## src/rtl/pdm_pkg.sv

```systemverilog
// pdm_pkg: shared types and the slew step helper for the PDM setpoint sequencer.
//   pdm_seq_st_t : per-channel ramp direction (HOLD / UP / DN)
//   PDM_DWC_DEF  : default data width, matches the PDM modulator default
//   slew_step()  : next presented value, moving one step from cur toward tgt
package pdm_pkg;

    localparam int unsigned PDM_DWC_DEF = 8;
    // slew_step works on a fixed wide word so it serves any DWC up to this width.
    localparam int unsigned PDM_DW_MAX  = 32;

    typedef enum logic [1:0] {HOLD, UP, DN} pdm_seq_st_t;

    typedef logic [PDM_DW_MAX-1:0] pdm_word_t;

    // Differences are taken one bit wider than the operands, so neither the
    // distance nor the stepped value can wrap, and the result never passes tgt.
    function automatic pdm_word_t slew_step(input pdm_word_t cur,
                                            input pdm_word_t tgt,
                                            input pdm_word_t stp);
        logic [PDM_DW_MAX:0] dif;
        pdm_word_t           nxt;
        nxt = cur;
        dif = '0;
        if (cur < tgt) begin
            dif = {1'b0, tgt} - {1'b0, cur};
            if ((stp == '0) || (dif <= {1'b0, stp})) begin
                nxt = tgt;
            end else begin
                nxt = cur + stp;
            end
        end else if (cur > tgt) begin
            dif = {1'b0, cur} - {1'b0, tgt};
            if ((stp == '0) || (dif <= {1'b0, stp})) begin
                nxt = tgt;
            end else begin
                nxt = cur - stp;
            end
        end
        return nxt;
    endfunction

endpackage

```

## src/rtl/pdm_seq_chn.sv

```systemverilog
// pdm_seq_chn: one sequencer channel (target, step and current-value registers).
// Ports:
//   clk, rst        clock, asynchronous active-high reset
//   rng             modulator range; written targets are clamped to it
//   we              write strobe for this channel
//   wr_tgt, wr_stp  target / step to be written
//   upd             update strobe (enable and modulator cycle end)
//   cur             presented value, straight from the register
//   busy            cur differs from the target
//   busy_nxt        cur differs from the target after this edge
// DWC must not exceed pdm_pkg::PDM_DW_MAX.
module pdm_seq_chn
    import pdm_pkg::*;
#(
    parameter int unsigned DWC = PDM_DWC_DEF
) (
    input  logic           clk,
    input  logic           rst,
    input  logic [DWC-1:0] rng,
    input  logic           we,
    input  logic [DWC-1:0] wr_tgt,
    input  logic [DWC-1:0] wr_stp,
    input  logic           upd,
    output logic [DWC-1:0] cur,
    output logic           busy,
    output logic           busy_nxt
);

    logic [DWC-1:0] tgt_q, tgt_d;
    logic [DWC-1:0] stp_q, stp_d;
    logic [DWC-1:0] cur_q, cur_d;
    pdm_seq_st_t    st;

    always_comb begin
        if (cur_q == tgt_q) begin
            st = HOLD;
        end else if (cur_q < tgt_q) begin
            st = UP;
        end else begin
            st = DN;
        end
    end

    assign busy = (st != HOLD);

    always_comb begin
        tgt_d = tgt_q;
        stp_d = stp_q;
        if (we) begin
            tgt_d = (wr_tgt > rng) ? rng : wr_tgt;
            stp_d = wr_stp;
        end
    end

    // The update reads the registered tgt/stp, so a write in the same cycle
    // only takes effect from the following strobe.
    always_comb begin
        cur_d = cur_q;
        if (upd && (st != HOLD)) begin
            cur_d = DWC'(slew_step(PDM_DW_MAX'(cur_q), PDM_DW_MAX'(tgt_q),
                                   PDM_DW_MAX'(stp_q)));
        end
    end

    assign busy_nxt = (cur_d != tgt_d);
    assign cur      = cur_q;

    always_ff @(posedge clk or posedge rst) begin
        if (rst) begin
            tgt_q <= '0;
            stp_q <= '0;
            cur_q <= '0;
        end else begin
            tgt_q <= tgt_d;
            stp_q <= stp_d;
            cur_q <= cur_d;
        end
    end

endmodule

```

## src/rtl/pdm_seq.sv

```systemverilog
// pdm_seq: per-channel slew-limited setpoint sequencer feeding a PDM modulator.
// Each channel's presented value moves one step toward its target on every
// modulator cycle end (str_rdy) while enabled.
// Ports:
//   clk, rst                   clock, asynchronous active-high reset
//   ena                        sequencer enable (tied to the PDM enable)
//   rng                        modulator range; targets are clamped to it
//   cfg_we/chn/tgt/stp         single-cycle configuration write
//   str_dat, str_vld, str_rdy  stream interface to the PDM modulator
//   busy                       per-channel not-at-target flags
//   done                       one-cycle pulse when the last busy channel settles
// Optional: define PDM_SEQ_IRQ_EN to add a sticky irq output and irq_clr input.
module pdm_seq
    import pdm_pkg::*;
#(
    parameter int unsigned  DWC = PDM_DWC_DEF,
    parameter int unsigned  CHN = 4,
    localparam int unsigned CNW = (CHN > 1) ? $clog2(CHN) : 1
) (
    input  logic               clk,
    input  logic               rst,
    input  logic               ena,
    input  logic [DWC-1:0]     rng,
    input  logic               cfg_we,
    input  logic [CNW-1:0]     cfg_chn,
    input  logic [DWC-1:0]     cfg_tgt,
    input  logic [DWC-1:0]     cfg_stp,
    output logic [CHN*DWC-1:0] str_dat,
    output logic               str_vld,
    input  logic               str_rdy,
    output logic [CHN-1:0]     busy,
`ifdef PDM_SEQ_IRQ_EN
    output logic               irq,
    input  logic               irq_clr,
`endif
    output logic               done
);

    logic [CHN-1:0] we_vec;
    logic [CHN-1:0] busy_nxt;
    logic           upd;
    logic           done_q, done_d;

    // Indices with no matching channel (cfg_chn >= CHN) select nothing.
    always_comb begin
        we_vec = '0;
        for (int i = 0; i < CHN; i++) begin
            if (cfg_we && (cfg_chn == CNW'(i))) begin
                we_vec[i] = 1'b1;
            end
        end
    end

    assign upd = ena & str_rdy;

    for (genvar g = 0; g < CHN; g++) begin : g_chn
        pdm_seq_chn #(
            .DWC (DWC)
        ) u_chn (
            .clk      (clk),
            .rst      (rst),
            .rng      (rng),
            .we       (we_vec[g]),
            .wr_tgt   (cfg_tgt),
            .wr_stp   (cfg_stp),
            .upd      (upd),
            .cur      (str_dat[g*DWC +: DWC]),
            .busy     (busy[g]),
            .busy_nxt (busy_nxt[g])
        );
    end

    // Only an update edge that clears the last busy channel counts; a write
    // that leaves a channel already at target never raises done.
    assign done_d = upd & (|busy) & ~(|busy_nxt);

    always_ff @(posedge clk or posedge rst) begin
        if (rst) begin
            done_q <= 1'b0;
        end else begin
            done_q <= done_d;
        end
    end

    assign done    = done_q;
    assign str_vld = ena & ~rst;

`ifdef PDM_SEQ_IRQ_EN
    logic irq_q, irq_d;

    // Set by done has priority over any clear in the same cycle.
    always_comb begin
        irq_d = irq_q;
        if (done_q) begin
            irq_d = 1'b1;
        end else if (irq_clr || cfg_we) begin
            irq_d = 1'b0;
        end
    end

    always_ff @(posedge clk or posedge rst) begin
        if (rst) begin
            irq_q <= 1'b0;
        end else begin
            irq_q <= irq_d;
        end
    end

    assign irq = irq_q;
`endif

endmodule

```

## config.mk

```make
export PLATFORM = sky130hd
export DESIGN_NAME = pdm_seq
export DESIGN_NICKNAME = d
export VERILOG_FILES = /design/src/rtl/pdm_pkg.sv /design/src/rtl/pdm_seq_chn.sv /design/src/rtl/pdm_seq.sv
export SDC_FILE = /design/constraint.sdc
export NUM_CORES = 1
export LEC_CHECK = 0
export BUFFER_PORTS_ARGS = -buffer_cell sky130_fd_sc_hd__buf_2
export CORE_MARGIN = 10
export CORE_UTILIZATION = 55
export CTS_BUF_LIST = sky130_fd_sc_hd__clkbuf_16
export DETAILED_ROUTE_END_ITERATION = 7
export GPL_ROUTABILITY_DRIVEN = 0
export PLACE_DENSITY = 0.8
export SLEW_MARGIN = 20
export SYNTH_ARGS = -nofsm -noshare
export SYNTH_HDL_FRONTEND = slang
export SYNTH_SLANG_ARGS = --single-unit
```

## constraint.sdc

```tcl
create_clock -name clk -period 5.5 [get_ports clk]
set_input_delay 0.275 -clock clk [delete_from_list [all_inputs] [get_ports clk]]
set_output_delay 0.275 -clock clk [all_outputs]
set_load 0.03 [all_outputs]
```

==> results.py <==
metrics = {
    "global_routing": {
        "grt_pass1_wl_um": 66200,
        "grt_pass1_vias": 12100,
        "grt_overflow": 0,
        "antenna_found_initial": 0,
        "grt_usage": 0.271,
        "grt_start_max_net_pins": 79,
    },
    "synth": {
        "yosys_warnings": 0,
        "synth_area_per_cell_um2": 8.05,
        "synth_flop_cell": "dfrtp_1",
        "ys_seq_elements": 97,
        "synth_nets": 1828,
        "synthDistinctLibCells": 95,
        "yosysSeqAreaShare": 0.189,
        "ys_async_sr_fraction": 1.00,
        "postSynthCellCount": 1593,
        "syn_area_um2": 12800,
        "synth_edf_count": 0,
    },
    "worst_setup_path": {
        "arrival_ns": 5.65,
        "worst_setup_path_end_kind": "flop",
        "cp_cell_sequence": "inv_1, ha_1, fa_2, nand2b_4, a21oi_2, a21o_1, a21oi_1, xnor2_1, ha_1, a22o_1, nor4_2, o221ai_2, a32oi_2, mux2_2, o211ai_1, o22a_1, nand3_1, or4_1, or4_4, nor4_2",
        "worstSetupPathType": "reg2reg",
        "critPathLaunchType": "flop",
        "cp_slowest_stage_delay_ns": 0.55,
        "worstPathRequired_ns": 5.77,
        "slowest_stage": "or4_4",
        "critical_path_peak_fanout": 4,
    },
    "detailed_routing": {
        "routed_via_density": 6.56,
        "drt_wl_total_um": 42700,
        "detail-route-antenna-nets": 0,
        "firstDrtPassIters": 8,
        "routedWlPerCell_um": 21.9,
        "dr_total_vias": 12800,
        "remaining_drc_errors": 25,
        "drt_iter0_markers": 1892,
    },
    "status": {
        "violations": "DRC",
        "status": "finished with violations",
    },
    "clock_tree": {
        "numCtsBuffers": 9,
        "cts_num_sinks": 97,
        "clockRootBuffer": "clkbuf_16",
        "clkTransAtPathRegs_ns": 0.08,
        "h-tree-depth": 3,
        "clock_path_buffers": 2,
        "clock_latency_ns": 0.36,
        "cts_tree": "built",
    },
    "floorplan": {
        "core.rowCount": 55,
        "die_w_um": 173,
        "die_h_um": 173,
        "dieArea_um2": 29800,
        "coreArea_um2": 22800,
        "ios": 69,
        "start_util": 0.563,
    },
    "sta": {
        "max_slew_margin": 0.221,
        "tns_ns": 0,
        "slew_viol_final": 0,
        "fin_crit_sh": 0.978,
        "finClkSkew_ns": 0.0130,
        "timing.hold.ws_ns": 0.257,
        "setup_violations": 0,
        "final_hold_viol_count": 0,
        "min_period_ns": 5.38,
        "worst_slew_pin_slew_ns": 1.14,
        "fmax_mhz": 186,
    },
    "layout": {
        "seqCellArea_um2": 2430,
        "n_antenna_cell": 0,
        "final_cell_mix": "ha_1 (188), inv_1 (150), nand2_1 (138), nor2_1 (105), a21oi_1 (98)",
        "final_common_cell": "ha_1",
        "fin_util": 0.604,
        "multi_input_area_um2": 9530,
        "area_growth_pct": 7.37,
        "drive_gt1_frac": 0.110,
        "nets": 1864,
        "n_fill_cell": 2054,
        "final_area_um2": 13800,
    },
    "job": {
        "maxCapViolations": 0,
    },
    "place": {
        "place_hpwl_um": 33600,
        "place_area_um2": 13400,
        "portBuffers": 68,
    },
    "hold_path": {
        "hold_path_class": "in2reg",
    },
}
## sequential cells by signal, indices dropped and copies added (netlist names)
register / flops
done: 1
g_chn.u_chn.cur: 32
g_chn.u_chn.stp_q: 32
g_chn.u_chn.tgt_q: 32
## what timing repair did
| item | CTS | global route |
|---|---|---|
| hold buffers | 1 | 0 |
| setup endpoints to repair | 0 | 1 |
| resized for setup | 0 | 15 |
| setup buffers | 0 | 3 |
| hold endpoints to repair | 19 | 0 |
## stage by stage
stage / cells / setup slack [ns]
finish: 1947 / 0.122
global route: 1947 / -0.0376
CTS: 1944 / 0.0607
detailed placement: 1927 / 0.143
global placement: 1927 / 0.340
floorplan: 1593 / 0.463
## cell usage after synthesis, types with 13 or more instances
cell,number,share of area
nand3_1,30,0.012
o21ai_1,15,0.0059
nor2_1,106,0.031
fa_1,16,0.025
ha_1,188,0.18
a211oi_1,24,0.014
o21a_1,13,0.0076
o221ai_1,13,0.0089
buf_2,26,0.010
dfrtp_1,97,0.19
a31oi_1,17,0.0083
xor2_1,33,0.023
nand2b_1,22,0.011
clkbuf_1,39,0.011
o211ai_1,19,0.011
nand4_1,28,0.014
o21ai_0,92,0.036
o22ai_1,14,0.0068
nor3_1,27,0.011
a21oi_1,100,0.039
nand2_1,138,0.040
mux2i_1,20,0.016
inv_1,150,0.044
xnor2_1,71,0.048
and3_1,17,0.0083
nor2b_1,15,0.0073
a21o_1,37,0.022
## cell type report
| type | instances | area share |
|---|---|---|
| repair buffers | 100 | 0.0426 |
| flip-flops and latches | 97 | 0.176 |
| clock buffers | 9 | 0.0164 |
| multi-input cells | 1270 | 0.692 |
| well taps | 313 | 0.0284 |
| clock inverters | 7 | 0.00282 |
| inverters | 151 | 0.0413 |
## per-layer routing
| layer | global-route usage | wire length [um] |
|---|---|---|
| met3 | 0.0832 | 5120 |
| met1 | 0.353 | 17400 |
| met4 | 0.107 | 1980 |
| met5 | 0 | 0 |
| met2 | 0.410 | 18200 |
## final timing paths
kind / from / end / slack (ns) / cells past startpoint
setup / recovery: g_chn[2].u_chn.cur[0] / done / 0.12 / 20
min in group asynchronous: rst / g_chn[1].u_chn.stp_q[7] / 0.41 / 3
max in group asynchronous: rst / g_chn[2].u_chn.cur[0] / 4.05 / 4
hold reg to reg: g_chn[1].u_chn.cur[0] / g_chn[1].u_chn.cur[0] / 0.62 / 2
setup reg to reg: g_chn[2].u_chn.cur[0] / done / 0.12 / 20
hold / removal: cfg_stp[0] / g_chn[2].u_chn.stp_q[0] / 0.26 / 3
## worst max-delay path, delay by kind of cell, from the launching register on
kind            cells  cell delay [ns]
simple gates        6             1.78
compound gates      8             1.56
fa+ha+maj           3             0.93
flops               1             0.40
mux                 1             0.36
xor+xnor            1             0.15
buf+inv             1             0.07
## logic make-up after synthesis
| logic type | count (synthesis) | share of synthesized area |
|---|---|---|
| AOI/OAI and AO/OA | 482 | 0.261 |
| and+or+nand+nor | 456 | 0.178 |
| buffers and inverters | 226 | 0.0728 |
| adders and majority gates | 204 | 0.208 |
| xor gates and xnor gates | 104 | 0.0710 |
| DFF | 97 | 0.189 |
| muxes | 24 | 0.0194 |
Power is not shown: default switching activity piles up to over one toggle a cycle in this logic, so the estimate is an artifact.
